$ cat src/rtl/fetch_align_ctrl_pkg.sv
// Shared definitions for the fetch/align front end: FSM encoding, PC steps
// and the RVC detector used on the queue head.
package fetch_align_ctrl_pkg;

  typedef enum logic [1:0] {
    S_REQ  = 2'd0,
    S_WAIT = 2'd1,
    S_IDLE = 2'd2
  } fetch_state_e;

  localparam logic [31:0] PC_INC_C = 32'd2;
  localparam logic [31:0] PC_INC_W = 32'd4;

  function automatic logic is_rvc(input logic [15:0] hw);
    return hw[1:0] != 2'b11;
  endfunction

endpackage

$ cat src/rtl/fetch_align_ctrl_hw_queue.sv
// Circular halfword FIFO: push 0-2, pop 0-2 per cycle, flush; exposes the
// two head entries and the occupancy.
module fetch_align_ctrl_hw_queue #(
  parameter int DEPTH = 4
) (
  input  logic                     clk,
  input  logic                     rst,
  input  logic                     en,
  input  logic                     flush,
  input  logic [1:0]               push_n,
  input  logic [15:0]              push_lo,
  input  logic [15:0]              push_hi,
  input  logic [1:0]               pop_n,
  output logic [15:0]              head0,
  output logic [15:0]              head1,
  output logic [$clog2(DEPTH):0]   count
);

  localparam int AW = $clog2(DEPTH);
  localparam int CW = AW + 1;

  logic [15:0]   mem_q [DEPTH];
  logic [AW-1:0] rd_q, rd_d;
  logic [AW-1:0] wr_q, wr_d;
  logic [CW-1:0] cnt_q, cnt_d;

  // NOTE: every signal written in always_comb gets a value on every path
  // (defaults first), otherwise synthesis infers a latch.
  always_comb begin
    rd_d  = rd_q + AW'(pop_n);
    wr_d  = wr_q + AW'(push_n);
    cnt_d = cnt_q - CW'(pop_n) + CW'(push_n);
    if (flush) begin
      rd_d  = '0;
      wr_d  = '0;
      cnt_d = '0;
    end
  end

  // NOTE: sequential state uses non-blocking assignments so every flop
  // samples the pre-edge values, independent of statement order.
  always_ff @(posedge clk or posedge rst) begin
    if (rst) begin
      rd_q  <= '0;
      wr_q  <= '0;
      cnt_q <= '0;
    end else if (en) begin
      rd_q  <= rd_d;
      wr_q  <= wr_d;
      cnt_q <= cnt_d;
    end
  end

  // NOTE: the storage array is deliberately not reset; occupancy alone
  // decides which entries are meaningful, so it can map onto plain flops/RAM.
  always_ff @(posedge clk) begin
    if (en && !flush) begin
      if (push_n != 2'd0) mem_q[wr_q] <= push_lo;
      if (push_n == 2'd2) mem_q[wr_q + AW'(1)] <= push_hi;
    end
  end

  assign head0 = mem_q[rd_q];
  assign head1 = mem_q[rd_q + AW'(1)];
  assign count = cnt_q;

endmodule

$ cat src/rtl/fetch_align_ctrl.sv
// Fetch/align controller: requests aligned words from the I-cache, buffers
// halfwords and hands one RVC or 32-bit instruction per handshake to decode.
module fetch_align_ctrl
  import fetch_align_ctrl_pkg::*;
#(
  parameter logic [31:0] RESET_PC = 32'h0000_0000,
  parameter int          QUEUE_HW = 4
) (
  input  logic        clk,
  input  logic        rst,
  input  logic        rdy,
  output logic        ic_req_valid,
  output logic [31:0] ic_req_addr,
  input  logic        ic_req_ready,
  input  logic        ic_resp_valid,
  input  logic [31:0] ic_resp_data,
  output logic        dec_valid,
  output logic [31:0] dec_inst,
  output logic        dec_is_c,
  output logic [31:0] dec_pc,
  input  logic        dec_ready,
  input  logic        redirect_valid,
  input  logic [31:0] redirect_pc
);

  localparam int CW = $clog2(QUEUE_HW) + 1;

  fetch_state_e  state_q, state_d;
  logic [31:0]   fetch_addr_q, fetch_addr_d;
  logic [31:0]   head_pc_q, head_pc_d;
  logic          drop_low_q, drop_low_d;
  logic          squash_q, squash_d;
  logic          req_en_q, req_en_d;

  logic [CW-1:0] q_count, cnt_after;
  logic [15:0]   q_head0, q_head1;
  logic [1:0]    push_n, pop_n;
  logic [15:0]   push_lo;
  logic          head_is_c, req_fire, resp_fire, free_ok, redir_squash;

  fetch_align_ctrl_hw_queue #(.DEPTH(QUEUE_HW)) u_queue (
    .clk     (clk),
    .rst     (rst),
    .en      (rdy),
    .flush   (redirect_valid),
    .push_n  (push_n),
    .push_lo (push_lo),
    .push_hi (ic_resp_data[31:16]),
    .pop_n   (pop_n),
    .head0   (q_head0),
    .head1   (q_head1),
    .count   (q_count)
  );

  assign head_is_c = is_rvc(q_head0);
  assign dec_valid = (head_is_c && q_count != '0) || (!head_is_c && q_count >= CW'(2));
  // An empty queue presents all-zero instruction fields.
  assign dec_is_c  = head_is_c && q_count != '0;
  assign dec_inst  = (q_count == '0) ? 32'h0 :
                     head_is_c       ? {16'h0, q_head0} : {q_head1, q_head0};
  assign dec_pc    = head_pc_q;

  // Request is held off for the first enabled cycle after reset.
  assign ic_req_valid = req_en_q && state_q == S_REQ;
  assign ic_req_addr  = fetch_addr_q;
  assign req_fire     = ic_req_valid && ic_req_ready;
  assign resp_fire    = state_q == S_WAIT && ic_resp_valid;

  assign pop_n = !(dec_valid && dec_ready && !redirect_valid) ? 2'd0 :
                 head_is_c ? 2'd1 : 2'd2;

  always_comb begin
    state_d      = state_q;
    fetch_addr_d = fetch_addr_q;
    head_pc_d    = head_pc_q;
    drop_low_d   = drop_low_q;
    squash_d     = squash_q;
    req_en_d     = 1'b1;
    push_n       = 2'd0;
    push_lo      = drop_low_q ? ic_resp_data[31:16] : ic_resp_data[15:0];
    redir_squash = (state_q == S_WAIT && !ic_resp_valid) || req_fire;

    if (pop_n == 2'd1)      head_pc_d = head_pc_q + PC_INC_C;
    else if (pop_n == 2'd2) head_pc_d = head_pc_q + PC_INC_W;

    if (resp_fire && !squash_q && !redirect_valid) begin
      push_n       = drop_low_q ? 2'd1 : 2'd2;
      fetch_addr_d = fetch_addr_q + PC_INC_W;
      drop_low_d   = 1'b0;
    end

    cnt_after = q_count - CW'(pop_n) + CW'(push_n);
    free_ok   = cnt_after <= CW'(QUEUE_HW - 2);

    unique case (state_q)
      S_REQ:   if (req_fire) state_d = S_WAIT;
      S_WAIT:  if (ic_resp_valid) begin
                 squash_d = 1'b0;
                 state_d  = free_ok ? S_REQ : S_IDLE;
               end
      S_IDLE:  if (free_ok) state_d = S_REQ;
      default: state_d = S_REQ;
    endcase

    // A redirect overrides consume and push; an outstanding request that has
    // not returned yet is marked for squashing.
    if (redirect_valid) begin
      head_pc_d    = redirect_pc & 32'hFFFF_FFFE;
      fetch_addr_d = redirect_pc & 32'hFFFF_FFFC;
      drop_low_d   = redirect_pc[1];
      squash_d     = redir_squash;
      state_d      = redir_squash ? S_WAIT : S_REQ;
    end
  end

  always_ff @(posedge clk or posedge rst) begin
    if (rst) begin
      state_q      <= S_REQ;
      fetch_addr_q <= RESET_PC & 32'hFFFF_FFFC;
      head_pc_q    <= RESET_PC;
      drop_low_q   <= RESET_PC[1];
      squash_q     <= 1'b0;
      req_en_q     <= 1'b0;
    end else if (rdy) begin
      state_q      <= state_d;
      fetch_addr_q <= fetch_addr_d;
      head_pc_q    <= head_pc_d;
      drop_low_q   <= drop_low_d;
      squash_q     <= squash_d;
      req_en_q     <= req_en_d;
    end
  end

endmodule

$ cat config.mk
export PLATFORM = sky130hd
export DESIGN_NAME = fetch_align_ctrl
export DESIGN_NICKNAME = d
export VERILOG_FILES = /design/src/rtl/fetch_align_ctrl_pkg.sv /design/src/rtl/fetch_align_ctrl_hw_queue.sv /design/src/rtl/fetch_align_ctrl.sv
export SDC_FILE = /design/constraint.sdc
export NUM_CORES = 1
export LEC_CHECK = 0
export BUFFER_PORTS_ARGS = -buffer_cell sky130_fd_sc_hd__buf_2
export CELL_PAD_IN_SITES_DETAIL_PLACEMENT = 0
export CELL_PAD_IN_SITES_GLOBAL_PLACEMENT = 1
export CORE_AREA = 2 2 144 146
export CTS_CLUSTER_DIAMETER = 120
export DETAILED_ROUTE_END_ITERATION = 8
export DIE_AREA = 0 0 146 148
export PLACE_DENSITY_LB_ADDON = 0.1
export SETUP_SLACK_MARGIN = 0.5
export SLEW_MARGIN = 20
export SYNTH_ARGS = -nofsm -noshare
export SYNTH_HDL_FRONTEND = slang
export SYNTH_SLANG_ARGS = --single-unit
$ cat constraint.sdc
create_clock -name clk -period 4.5 [get_ports clk]
set_input_delay 0.9 -clock clk [delete_from_list [all_inputs] [get_ports clk]]
set_output_delay 0.9 -clock clk [all_outputs]
set_load 0.01 [all_outputs]
== After elaboration in Yosys (flattened, before gate mapping) ==
Memories as Yosys holds them, arrays and structs flattened.
Index checks and enable logic that the tools add are counted.

* Output and inout bits: 99
* Flip-flop bits (word level): 76
* RAM bits: 64
* Logic and storage cells: 92
* Memories: 1

* Eq/ne operators: 9
* Reduce and logical (&&, ||, !) cells: 29
* Add/subtract/negate cells: 9
* Order comparisons: 2
* Mux-type cells: 33

{| class="wikitable"
|+ Memory list
! name !! depth !! bits a word !! read ports !! clocked after memory_dff !! write ports !! RTL line !! text
|-
| u_queue.mem_q || 4 || 16 || 2 || 0 || 2 || fetch_align_ctrl_hw_queue.sv:22 || <nowiki>logic [15:0] mem_q [DEPTH];</nowiki>
|}

{| class="wikitable"
|+ Operators with widths
! kind !! count
|-
| 32-bit 2-to-1 mux || 7
|-
| 32-bit by 3-bit adder with 32-bit output, second input constant || 2
|-
| 32-bit by 2-bit adder with 32-bit output, second input constant || 1
|-
| 2-bit 2-to-1 mux || 11
|-
| 16-bit 2-to-1 mux || 1
|-
| 1-bit 2-to-1 mux || 12
|-
| 1-bit logical AND || 11
|-
| 3-bit inequality test, second input constant || 3
|-
| 2-bit nonzero test || 4
|-
| 2-bit == test, second input constant || 3
|-
| 2-bit case mux with 3 select lines || 1
|-
| 3-bit nonzero test || 2
|-
| 2-bit by 1-bit adder with 2-bit output, second input constant || 2
|-
| 2-bit adder || 2
|-
| 2-bit by 1-bit == test with 1-bit output, second input constant || 2
|-
| 1-bit logical NOT || 4
|-
| 2-bit AND reduction || 2
|-
| 4-bit AND reduction || 1
|-
| 3-bit by 2-bit adder with 3-bit output || 1
|-
| 3-bit by 2-bit >= comparator with 1-bit output, second input constant || 1
|-
| 3-bit by 2-bit <= comparator with 1-bit output, second input constant || 1
|-
| 3-bit logical NOT || 1
|-
| 3-bit 2-to-1 mux || 1
|-
| 3-bit AND reduction || 1
|-
| other kinds (4) || 5
|}

== Longest topological paths before layout ==
An unclocked memory read counts as a cell.

* Depth after elaboration: 15
* Gate-level depth with buffers: 15
* Gate-level depth less buffers: 13

== By module ==
From an unflattened synthesis, not the netlist that was laid out.

* Cell total of the unflattened synthesis: 815
* Area total of the unflattened synthesis: 8808.4 um2

{| class="wikitable"
|+ Modules (own cells, without submodules)
! module !! instances !! area an instance (um2) !! cells an instance !! seq. area each (um2)
|-
| fetch_align_ctrl || 1 || 4757.1 || 580 || 1651.6
|-
| fetch_align_ctrl_hw_queue || 1 || 4051.4 || 235 || 2097.0
|}

== Worst setup path before layout ==
No wires, ideal clock.

* Kind: input to register
* From: input redirect_valid
* To: register state_q[1]
* Required time: 4378 ps
* Arrival time: 3314 ps
* Stages: 13
* Setup time: 122 ps
* Path slack: 1065 ps
* Cells stage by stage: buf_2 > clkinv_1 > clkbuf_1 > clkbuf_1 > and3_1 > ha_1 > inv_1 > fa_1 > xnor2_1 > xnor2_1 > a21oi_1 > a21o_1 > a32o_1

* Word-level cells in the longest chain between the ends: 10
* Elaborated cells on any way between the ends: 16
* Those cells by class: add/sub (2); order compare (1); eq/ne (3); mux (6); reduce/logical (4)

{| class="wikitable"
|+ Ends and longest elaborated chain
! what !! RTL line !! text
|-
| start, declared || fetch_align_ctrl.sv:22 || <nowiki>input logic redirect_valid,</nowiki>
|-
| 1-bit logical NOT || fetch_align_ctrl.sv:69, fetch_align_ctrl.sv:86 ||
|-
| 1-bit logical AND || fetch_align_ctrl.sv:69 || <nowiki>assign pop_n = !(dec_valid && dec_ready && !redirect_valid) ? 2'd0 :</nowiki>
|-
| 2-bit 2-to-1 mux || fetch_align_ctrl.sv:69 ||
|-
| 3-bit by 2-bit subtractor with 3-bit output || fetch_align_ctrl.sv:92 || <nowiki>cnt_after = q_count - CW'(pop_n) + CW'(push_n);</nowiki>
|-
| 3-bit by 2-bit adder with 3-bit output || fetch_align_ctrl.sv:92 ||
|-
| 3-bit by 2-bit <= comparator with 1-bit output || fetch_align_ctrl.sv:93 || <nowiki>free_ok = cnt_after <= CW'(QUEUE_HW - 2);</nowiki>
|-
| 2-bit 2-to-1 mux || fetch_align_ctrl.sv:99 || <nowiki>state_d = free_ok ? S_REQ : S_IDLE;</nowiki>
|-
| 2-bit 2-to-1 mux || fetch_align_ctrl.sv:97 || <nowiki>S_WAIT: if (ic_resp_valid) begin</nowiki>
|-
| 2-bit case mux with 3 select lines || fetch_align_ctrl.sv:95 || <nowiki>unique case (state_q)</nowiki>
|-
| 2-bit 2-to-1 mux || fetch_align_ctrl.sv:107 || <nowiki>if (redirect_valid) begin</nowiki>
|-
| end signal, assigned || fetch_align_ctrl.sv:125 || <nowiki>state_q <= state_d;</nowiki>
|-
| end, declared || fetch_align_ctrl.sv:28 || <nowiki>fetch_state_e state_q, state_d;</nowiki>
|}

Parallel ways exist; a longest one is shown, timed or not. The select of a mux whose other input is x is not followed.
A chain may end at the register's enable or synchronous reset.

== Worst setup path in the final report ==
* From: register u_queue.rd_q[0]
* To: register state_q[1]

* Word-level cells in the longest chain between the ends: 15
* Elaborated cells on any way between the ends: 19
* Those cells by class: add/sub (2); order compare (1); eq/ne (2); mux (6); reduce/logical (7); memory (1)

{| class="wikitable"
|+ Ends and longest elaborated chain
! what !! RTL line !! text
|-
| start, declared || fetch_align_ctrl_hw_queue.sv:23 || <nowiki>logic [AW-1:0] rd_q, rd_d;</nowiki>
|-
| start signal, assigned || fetch_align_ctrl_hw_queue.sv:48 || <nowiki>rd_q <= rd_d;</nowiki>
|-
| memory 4 x 16 bit * || -- ||
|-
| 2-bit inequality test * || fetch_align_ctrl_pkg.sv:15 || <nowiki>return hw[1:0] != 2'b11;</nowiki>
|-
| 1-bit logical NOT || fetch_align_ctrl.sv:56 || <nowiki>assign dec_valid = (head_is_c && q_count != '0) || (!head_is_c && q_count >= CW'(2));</nowiki>
|-
| 1-bit logical AND || fetch_align_ctrl.sv:56 ||
|-
| 1-bit logical OR || fetch_align_ctrl.sv:56 ||
|-
| 1-bit logical AND (2 in a row) || fetch_align_ctrl.sv:69 ||
|-
| 2-bit 2-to-1 mux * || fetch_align_ctrl.sv:69 ||
|-
| 3-bit by 2-bit subtractor with 3-bit output * || fetch_align_ctrl.sv:92 ||
|-
| 3-bit by 2-bit adder with 3-bit output * || fetch_align_ctrl.sv:92 ||
|-
| 3-bit by 2-bit <= comparator with 1-bit output * || fetch_align_ctrl.sv:93 ||
|-
| 2-bit 2-to-1 mux || fetch_align_ctrl.sv:99 ||
|-
| 2-bit 2-to-1 mux || fetch_align_ctrl.sv:97 ||
|-
| 2-bit case mux with 3 select lines || fetch_align_ctrl.sv:95 ||
|-
| 2-bit 2-to-1 mux || fetch_align_ctrl.sv:107 ||
|}

Every way passes the cells marked *; elsewhere a longest branch is shown, timed or not. The select of a mux whose other input is x is not followed.

==> results.py <==
metrics = {
    "critical_path": {
        "slowest_delay_ns": 0.78,
        "crit_chain": "nand4b_1 > and4_1 > buf_4 > nor3b_2 > fa_1 > fa_1 > xnor2_1 > xnor2_1 > a21oi_1 > a21o_1 > a32o_1",
        "cp_data_required_time_ns": 4.82,
        "crit_path_max_fanout": 17,
        "cp_slowest_cell": "dfrtp_1",
        "ff2ff_setup_slack_ns": 0.80,
        "timing.rr.end": "state_q[1]",
        "critPathKind": "reg2reg",
        "cp-end-kind": "register",
        "cp-start-kind": "register",
        "worst-r2r-cell-count": 11,
        "r2r-start": "u_queue.rd_q[0]",
        "arrival_ns": 4.02,
    },
    "timing": {
        "setup_violations": 0,
        "finalHoldViolations": 0,
        "whs_ns": 0.497,
        "min_period_ns": 3.70,
        "setup_tns_ns": 0,
        "slew_viol_final": 0,
        "skew_ns": 0.0118,
        "rsz0062_at_grt": "no",
        "fmax_ghz": 0.271,
        "post-route-period-util_pct": 82.1,
        "max_slew_margin_pct": 43.1,
        "worst_slew_pin_slew_ns": 0.850,
    },
    "drt": {
        "detail-route-antenna-nets": 0,
        "routedWlPerCell_um": 21.2,
        "wirelength_mm": 26.9,
        "drt_pass1_iterations": 5,
        "drt_iter0_drc": 481,
        "drcViolationCount": 0,
        "vias": 7466,
        "routed_via_density": 5.89,
    },
    "clock_tree": {
        "cts_tree": "built",
        "worst_skew_pair.late_latency_ns": 0.43,
        "cts.sinks": 137,
        "numCtsBuffers": 17,
        "cts_root_buf": "clkbuf_16",
        "cts_resized": 0,
        "ctsHoldBuffers": 0,
        "cts_max_path_buffers": 2,
        "cts.clk_slew.worst_paths_ns": 0.07,
        "post-cts-setup-buffers": 0,
        "htree_levels": 4,
    },
    "floorplan": {
        "die_w_um": 146,
        "start_util_pct": 43.6,
        "row_count": 52,
        "die_area_mm2": 0.0216,
        "fp.dieH_um": 148,
        "coreArea_mm2": 0.0200,
        "ios": 170,
    },
    "grt": {
        "antenna_found_initial": 0,
        "gr-total-overflow": 0,
        "grt_pass1_wl_mm": 42.2,
        "grt_max_degree": 63,
        "grt_pass1_vias": 7401,
        "grt_use_total_pct": 25.2,
    },
    "power": {
        "power.total_w": 0.00486,
        "ir_drop_v": 0.000325,
        "p_leak_nw": 4.17,
        "powerDensity_mw_per_mm2": 466,
    },
    "worst_hold_path": {
        "hp-start": "squash_q",
        "min_to": "squash_q",
        "hp-class": "reg2reg",
        "hold_depth": 2,
    },
    "final_layout": {
        "layout-drive-gt1-share_pct": 34.3,
        "nets": 1065,
        "antenna_cells": 0,
        "synthToLayoutAreaGrowth_pct": 19.6,
    },
    "synthesis": {
        "seq_area_frac_synth_pct": 42.9,
        "synthTopCellsByCount": "dfrtp_1, edfxtp_1, mux2_2, nand2_1, a21oi_1",
        "ys_seq_elements": 137,
        "synth.area.top_cells": "edfxtp_1, dfrtp_1, mux2_2",
        "synth_most_common_cell": "dfrtp_1",
        "synthesis.instances": 833,
        "synth_top_flop_cell": "dfrtp_1",
        "synth_enable_flop_cells": 64,
        "synth_area_mm2": 0.00873,
        "synth.largest_area_cell": "edfxtp_1",
        "yosysWarnings": 0,
        "syn_avg_cell_area_um2": 10.5,
        "synth_top_cell_area_share_pct": 22.0,
        "async_flop_share_pct": 53.3,
        "synth_cell_types": 75,
    },
    "placement": {
        "io_buffer_count": 165,
        "routabilityCongestion": 0.839,
        "dp_hpwl_mm": 18.5,
    },
    "flow_run": {
        "maxCapViolations": 0,
    },
    "status": {
        "status": "completed",
    },
}
-- per-layer routing --
metal / wire length, um / track usage (%) / part of all wire, % / vias up
met5: 0 / 0 / 0 / -
met4: 603 / 7.91 / 2.2 / 0
met1: 11600 / 33.0 / 43 / 3700
met2: 13500 / 43.1 / 50 / 225
met3: 1280 / 4.26 / 4.8 / 35
li1: - / - / - / 3506
-- layout by cell type, fill, tap and decap left out, types with 30 or more instances in the layout --
master    synthesis  routed
o21ai_0          48      48
mux2_2           64      64
nand2_1          64      64
and3_1           30      30
mux4_2           32      32
a21oi_1          55      55
edfxtp_1         64      64
nand3_1          38      38
buf_2            13     165
nor2_1           41      41
dfrtp_1          73      72
-- critical path: cells and delay by family, from the launching register on --
kind / cells / cell delay, ns
buf+inv: 1 / 0.19
xor+xnor: 2 / 0.43
compound gates: 3 / 0.51
simple gates: 3 / 0.74
flops: 1 / 0.78
fa+ha+maj: 2 / 0.93
-- through the flow --
| stage | instance area, um^2 | setup WS [ns] | util (%) | instances |
|---|---|---|---|---|
| 6_report | 10400 | 0.805 | 52.1 | 1268 |
| 2_1_floorplan | 8740 | 1.06 | - | 835 |
| 3_3_place_gp | 9840 | 0.773 | 49.1 | 1236 |
| 4_1_cts | 10400 | 0.791 | 52.1 | 1268 |
| 3_5_place_dp | 9840 | 0.784 | 49.1 | 1236 |
| 5_1_grt | 10400 | 0.554 | 52.1 | 1268 |
-- cell families (layout without fill, tap and decap cells) --
| group | after synthesis | after routing | share of synthesized area [%] |
|---|---|---|---|
| AOI/OAI and AO/OA | 205 | 205 | 15.5 |
| other | 1 | 3 | 0.0430 |
| adders and majority gates | 9 | 9 | 1.46 |
| buffers and inverters | 82 | 245 | 4.06 |
| muxes | 107 | 107 | 17.8 |
| and+or+nand+nor | 287 | 287 | 17.7 |
| xor gates and xnor gates | 5 | 5 | 0.502 |
| DFF | 137 | 137 | 42.9 |
-- sequential cells by signal, summed over array words and instances, names as in the netlist --
signal / cells
dec_pc: 31
u_queue.mem_q: 64
u_queue.wr_q: 2
ic_req_addr: 30
u_queue.count: 3
drop_low_q: 1
squash_q: 1
req_en_q: 1
state_q: 2
u_queue.rd_q: 2
-- worst max-delay path by stage --
stage	startpoint	to	slack (ns)	cells after the start
CTS	u_queue.rd_q[0]	state_q[1]	0.79	11
finish	u_queue.rd_q[0]	state_q[1]	0.80	11
global placement	redirect_valid	state_q[1]	0.77	10
floorplan	redirect_valid	state_q[1]	1.06	13
global route	u_queue.rd_q[0]	state_q[1]	0.55	11
detailed placement	redirect_valid	state_q[1]	0.78	10
-- cell type report --
type,count,area (um^2)
fillers,1927,9600
clock inverters,15,173
multi-input cells,616,4660
well taps,270,338
flip-flops and latches,137,3750
inverters,24,90.1
clock buffers,17,425
repair buffers,189,1010
-- power breakdown --
group          switching [W]  internal [W]  leakage, nW
registers           0.000284       0.00149         1.43
clock network       0.000657      0.000795        0.289
logic               0.000879      0.000757         2.44
total                0.00182       0.00304         4.17
(Power assumes the default switching activity.)
